### config.mk
export PLATFORM = sky130hd
export DESIGN_NAME = fifo_rr_drain_arb
export DESIGN_NICKNAME = d
export VERILOG_FILES = /design/src/rtl/fifo_arb_pkg.sv /design/src/rtl/fifo_rr_pick.sv /design/src/rtl/fifo_rr_drain_arb.sv
export SDC_FILE = /design/constraint.sdc
export NUM_CORES = 1
export LEC_CHECK = 0
export BUFFER_PORTS_ARGS = -buffer_cell sky130_fd_sc_hd__buf_2
export CAP_MARGIN = 10
export CORE_MARGIN = 2
export CORE_UTILIZATION = 40
export DETAILED_ROUTE_END_ITERATION = 6
export PLACE_DENSITY = 0.67
export RECOVER_POWER = 25
export SYNTH_ARGS = -nofsm -noshare
export SYNTH_HDL_FRONTEND = slang
export SYNTH_SLANG_ARGS = --single-unit
export TNS_END_PERCENT = 20
### constraint.sdc
create_clock -name clk -period 2.84 [get_ports clk]
set_input_delay 0.284 -clock clk [delete_from_list [all_inputs] [get_ports clk]]
set_output_delay 0.284 -clock clk [all_outputs]
set_load 0.01 [all_outputs]
### src/rtl/fifo_arb_pkg.sv
// Shared types and width helpers for the round-robin FIFO drain arbiter.
package fifo_arb_pkg;

    typedef enum logic [0:0] {
        ARB_IDLE,
        ARB_BURST
    } arb_state_e;

    // Ceiling log2 for elaboration-time width calculation.
    function automatic int unsigned clog2(input int unsigned v);
        int unsigned r;
        longint unsigned x;
        r = 0;
        x = 1;
        while (x < longint'(v)) begin
            x = x << 1;
            r = r + 1;
        end
        return r;
    endfunction

    // Channel index width, never narrower than one bit.
    function automatic int unsigned ch_width(input int unsigned n);
        return (n <= 2) ? 1 : clog2(n);
    endfunction

endpackage

### src/rtl/fifo_rr_pick.sv
// Combinational round-robin picker: first asserted request scanning ptr, ptr+1, ... mod NUM_CH.
module fifo_rr_pick
    import fifo_arb_pkg::*;
#(
    parameter int unsigned NUM_CH = 4,
    localparam int unsigned CH_W = ch_width(NUM_CH)
) (
    input  logic [NUM_CH-1:0] req,
    input  logic [CH_W-1:0]   ptr,
    output logic [CH_W-1:0]   gnt_idx,
    output logic              any
);

    int unsigned idx;

    // Walk the channels starting at ptr and latch the first requester.
    always_comb begin
        gnt_idx = '0;
        any     = 1'b0;
        idx     = 0;
        for (int unsigned i = 0; i < NUM_CH; i++) begin
            idx = (32'(ptr) + i) % NUM_CH;
            if (!any && req[idx[CH_W-1:0]]) begin
                any     = 1'b1;
                gnt_idx = idx[CH_W-1:0];
            end
        end
    end

endmodule

### src/rtl/fifo_rr_drain_arb.sv
// Round-robin burst arbiter draining NUM_CH first-word-fall-through FIFOs into one
// registered valid/ready stream. Optional per-channel pop counters are enabled by
// defining FIFO_ARB_STATS_EN.
module fifo_rr_drain_arb
    import fifo_arb_pkg::*;
#(
    parameter int unsigned NUM_CH     = 4,
    parameter int unsigned DATA_WIDTH = 8,
    parameter int unsigned BURST_LEN  = 16,
    localparam int unsigned CH_W  = ch_width(NUM_CH),
    localparam int unsigned CNT_W = clog2(BURST_LEN) + 1
) (
    input  logic                         clk,
    input  logic                         rst,
    input  logic [NUM_CH-1:0]            ch_empty,
    input  logic [NUM_CH*DATA_WIDTH-1:0] ch_data,
    output logic [NUM_CH-1:0]            ch_read,
    output logic                         out_valid,
    input  logic                         out_ready,
    output logic [DATA_WIDTH-1:0]        out_data,
    output logic [CH_W-1:0]              out_ch,
    output logic                         busy
`ifdef FIFO_ARB_STATS_EN
    ,
    input  logic                         stats_clr,
    output logic [NUM_CH*32-1:0]         ch_words
`endif
);

    arb_state_e             state_q, state_d;
    logic [CH_W-1:0]        rr_ptr_q, rr_ptr_d;
    logic [CH_W-1:0]        grant_q, grant_d;
    logic [CNT_W-1:0]       burst_cnt_q, burst_cnt_d;
    logic                   out_valid_q;
    logic [DATA_WIDTH-1:0]  out_data_q;
    logic [CH_W-1:0]        out_ch_q;

    logic                   load;
    logic                   head_empty;
    logic [DATA_WIDTH-1:0]  head_data;
    logic [CH_W-1:0]        rr_next;
    logic [CH_W-1:0]        pick_idx;
    logic                   pick_any;

    fifo_rr_pick #(
        .NUM_CH (NUM_CH)
    ) u_pick (
        .req     (~ch_empty),
        .ptr     (rr_ptr_q),
        .gnt_idx (pick_idx),
        .any     (pick_any)
    );

    // Select the granted channel's head word and empty flag.
    always_comb begin
        head_empty = 1'b1;
        head_data  = '0;
        for (int unsigned i = 0; i < NUM_CH; i++) begin
            if (grant_q == CH_W'(i)) begin
                head_empty = ch_empty[i];
                head_data  = ch_data[i*DATA_WIDTH +: DATA_WIDTH];
            end
        end
    end

    assign rr_next = (grant_q == CH_W'(NUM_CH - 1)) ? '0 : grant_q + CH_W'(1);

    // Next-state logic: pick a channel in IDLE, pop up to BURST_LEN words in BURST.
    always_comb begin
        state_d     = state_q;
        rr_ptr_d    = rr_ptr_q;
        grant_d     = grant_q;
        burst_cnt_d = burst_cnt_q;
        load        = 1'b0;
        unique case (state_q)
            ARB_IDLE: begin
                if (pick_any) begin
                    grant_d     = pick_idx;
                    burst_cnt_d = '0;
                    state_d     = ARB_BURST;
                end
            end
            ARB_BURST: begin
                load = (!out_valid_q || out_ready) && !head_empty;
                if (load) begin
                    burst_cnt_d = burst_cnt_q + CNT_W'(1);
                end
                // Empty check uses the live flag; a stale flag after the last pop just
                // costs one extra cycle here, never an underflow.
                if ((load && burst_cnt_q == CNT_W'(BURST_LEN - 1)) || head_empty) begin
                    state_d     = ARB_IDLE;
                    rr_ptr_d    = rr_next;
                    burst_cnt_d = '0;
                end
            end
        endcase
    end

    // FSM, grant, pointer and burst counter registers.
    always_ff @(posedge clk) begin
        if (rst) begin
            state_q     <= ARB_IDLE;
            rr_ptr_q    <= '0;
            grant_q     <= '0;
            burst_cnt_q <= '0;
        end else begin
            state_q     <= state_d;
            rr_ptr_q    <= rr_ptr_d;
            grant_q     <= grant_d;
            burst_cnt_q <= burst_cnt_d;
        end
    end

    // Output register; accept and load in the same cycle keeps the stream bubble-free.
    always_ff @(posedge clk) begin
        if (rst) begin
            out_valid_q <= 1'b0;
            out_data_q  <= '0;
            out_ch_q    <= '0;
        end else if (load) begin
            out_valid_q <= 1'b1;
            out_data_q  <= head_data;
            out_ch_q    <= grant_q;
        end else if (out_valid_q && out_ready) begin
            out_valid_q <= 1'b0;
        end
    end

    // One-hot pop strobe, suppressed while reset is asserted.
    always_comb begin
        ch_read = '0;
        for (int unsigned i = 0; i < NUM_CH; i++) begin
            ch_read[i] = load && !rst && (grant_q == CH_W'(i));
        end
    end

    assign out_valid = out_valid_q;
    assign out_data  = out_data_q;
    assign out_ch    = out_ch_q;
    assign busy      = (state_q == ARB_BURST) || out_valid_q;

`ifdef FIFO_ARB_STATS_EN
    logic [31:0] words_q [NUM_CH];

    // Saturating per-channel pop counters; clear wins over a same-cycle pop.
    always_ff @(posedge clk) begin
        for (int unsigned i = 0; i < NUM_CH; i++) begin
            if (rst || stats_clr) begin
                words_q[i] <= '0;
            end else if (ch_read[i] && (words_q[i] != 32'hFFFF_FFFF)) begin
                words_q[i] <= words_q[i] + 32'd1;
            end
        end
    end

    // Flatten the counter array onto the output bus.
    always_comb begin
        ch_words = '0;
        for (int unsigned i = 0; i < NUM_CH; i++) begin
            ch_words[i*32 +: 32] = words_q[i];
        end
    end
`endif

endmodule

==> results.md <==
* Status: complete, no violations
* Final net count at 268
* Min-Delay Path Class: in -> reg
* DRC viols at 0
* GP Congestion at 0.798
* Area grow syn2layout at 22.2%
* Setup-failing EPs final at 0
* Unrepaired setup endpoints after global routing: false
* Per-cell routed wire length at 13.0 um
* CP Capture Type: primary output
* Fillers at 338
* Arr. time, crit path at 2.35 ns
* Chip Height at 64.1 um
* Die area at 4100 um^2
* Post-CTS Setup Inserts at 0
* Crit Path Class: reg -> out
* Cell taking the most area after synthesis: dfxtp_1
* Fin crit period at 2.64 ns
* Worst Skew at 0.00348 ns
* CP Cell Sequence: inv_1 -> ha_2 -> or3b_1 -> a311oi_2 -> nand3_2 -> nor3b_2 -> buf_2
* All-Layer GR Usage at 18.1%
* CTS Root Cell: clkbuf_4
* Initial antenna violation count at 0
* Post-Synthesis Cells at 171
* Ports at 55
* Leakage at 0.000746 uW
* Clock Path Buffers at 2
* Share of post-route cells with drive strength above 1 at 27.9%
* Pwr dens at 428 nW/um^2
* Max cap viols at 0
* Req. time, crit path at 2.56 ns
* Hold Vio Cnt, Final at 0
* DP HPWL at 2550 um
* Synth cell types at 42
* Setup TNS at 0 ns
* Die W at 64.1 um
* Seq cells post-synth at 21
* Worst-Skew Late Latency at 0.31 ns
* Largest net degree at the start of global routing at 39
* Routed Wire Length at 3490 um
* Post-synthesis sequential area ratio at 29.1%
* CTS Sinks at 21
* Detailed Route Iter0 Violations at 124
* Crit path launch type: flip-flop
* Ys async rst share at 0%
* Largest delay share family, worst path: simple AND/OR/NAND/NOR gates
* Ys flop type: dfxtp_1
* Row count at 21
* Antenna Cells at 0
* Core ar. at 3390 um^2
* Initial Util at 42.6%
* Gr ovfl total at 0
* Final Power at 755 uW
* Peak supply drop at 0.178 mV
* Vias per inst at 5.35
* Worst-Margin Slew at 0.595 ns
* Synth warn at 0
* CTS H-tree lvls at 1
* Syn Nets at 216
* Relative slew slack at 60.4%
* Largest stage delay, worst path at 0.39 ns
* Global-route wire length before repair at 6020 um
* TritonCTS clock tree: built
* Final Max Tran Viols at 0
* Ranking of synthesized cells by area: dfxtp_1 (29%), mux2i_1 (7.6%), nand2b_1 (7.4%)
* Num CTS Buffers at 3
* Crit path buf inv count at 2
* ANT nets after route at 0
* DR vias at 1434
* Fmax at 0.379 GHz
* Top cell type's share of synthesized area at 29.1%
* First-pass DRT Iterations at 4
* Mean Syn Cell Area at 8.44 um^2
* Syn Std Cell Area at 1440 um^2
* Vias in the first global route at 1358
* CP max stage cell: dfxtp_1
* Tcrit/Tclk final at 92.8%
* EDFF count, synth at 0
* Crit-path max FO at 10
* Port Buffers at 54
* Clk slew on worst S/H paths at 0.13 ns
worst min-delay path: stages:
cell,delay (ns)
buf_2,0.08
nor2b_1,0.07
a21oi_1,0.12
nor2_1,0.04
path summary, 6_finish.rpt:
| check | cells after the start | startpoint | end | slack, ns |
|---|---|---|---|---|
| setup reg to reg | 7 | grant_q[0] | out_data[7] | 0.71 |
| hold reg to reg | 2 | burst_cnt_q[4] | burst_cnt_q[4] | 0.48 |
| hold / removal | 4 | out_ready | out_valid | 0.32 |
| setup / recovery | 7 | grant_q[0] | ch_read[1] | 0.20 |
cell families (layout without fill, tap and decap cells):
| kind of cell | after synthesis | after routing | synth area share, % |
|---|---|---|---|
| muxes | 11 | 11 | 7.63 |
| DFF | 21 | 21 | 29.1 |
| AOI/OAI and AO/OA | 39 | 39 | 20.1 |
| and+or+nand+nor | 74 | 74 | 31.7 |
| adders and majority gates | 6 | 6 | 5.20 |
| buffers and inverters | 20 | 71 | 6.24 |
power breakdown:
part | switching [uW] | internal, uW
Sequential | 20.0 | 320
Combinational | 135 | 125
Clock | 101 | 52.6
Total | 256 | 498
synth_stat cells, types with 2 or more instances:
cell type	n
dfxtp_1	21
nand2b_1	17
nand2_1	15
mux2i_1	11
o22ai_1	10
nand3b_1	9
a311o_1	8
inv_1	8
clkbuf_1	7
ha_1	6
nor2_1	6
o21ai_0	5
a21oi_1	4
nor3_1	4
a31oi_1	3
nand4b_1	3
nor3b_2	3
and3_1	2
buf_4	2
nand3_1	2
nor2b_1	2
nor4b_1	2
o221ai_1	2
per-stage QoR:
step                      instance area (um^2)  hold WS [ns]  setup slack, ns  std cells  util, %
after detailed placement                  1740         0.463            0.462        264     51.5
after global placement                    1740         0.459            0.524        264     51.5
after global routing                      1760         0.340           0.0149        268     52.0
after floorplan                           1440         0.441            0.683        171        -
final                                     1760         0.322            0.204        268     52.0
after CTS                                 1770         0.300           0.0830        268     52.3
cell usage in the layout (no fill, tap or decap), types with 2 or more instances in the layout:
master,n
a21oi_1,4
a311o_1,8
a31oi_1,3
and3_1,2
buf_2,45
buf_4,4
clkbuf_1,9
clkbuf_4,3
dfxtp_1,21
ha_1,5
inv_1,8
mux2i_1,11
nand2_1,15
nand2b_1,17
nand3_1,2
nand3b_1,9
nand4b_1,3
nor2_1,6
nor2b_1,2
nor3_1,4
nor3b_2,3
nor4b_1,2
o21ai_0,5
o221ai_1,2
o22ai_1,10
repair_timing:
action	4_1_cts	5_1_grt
resized for setup	0	1
endpoints found under the setup margin	0	4
endpoints found under the hold margin	0	0
hold buffers	0	0
area by class of cell:
type                       instances  area [um^2]  area share, %
clock buffer                       3         22.5           1.28
clock inverter                     1         5.00          0.284
inverter                           9         33.8           1.92
multi-input combinational        130          935           53.0
sequential                        21          420           23.8
tap                               46         57.6           3.26
timing repair buffer              58          289           16.4
flip-flops by register name, indices dropped and copies added (netlist names):
signal and flops:
burst_cnt_q 5, out_valid 1, out_ch 2, grant_q 2, state_q 1, out_data 8
rr_ptr_q 2
routing by layer:
layer  track usage [%]  vias to the layer above  part of all wire, %
met5                 0                        -                    0
li1                  -                      733                    -
met3              3.70                        2                  7.7
met4              6.52                        0                 0.54
met1              23.8                      643                   47
met2              29.2                       56                   45
Power figures use the tool's default switching activity.
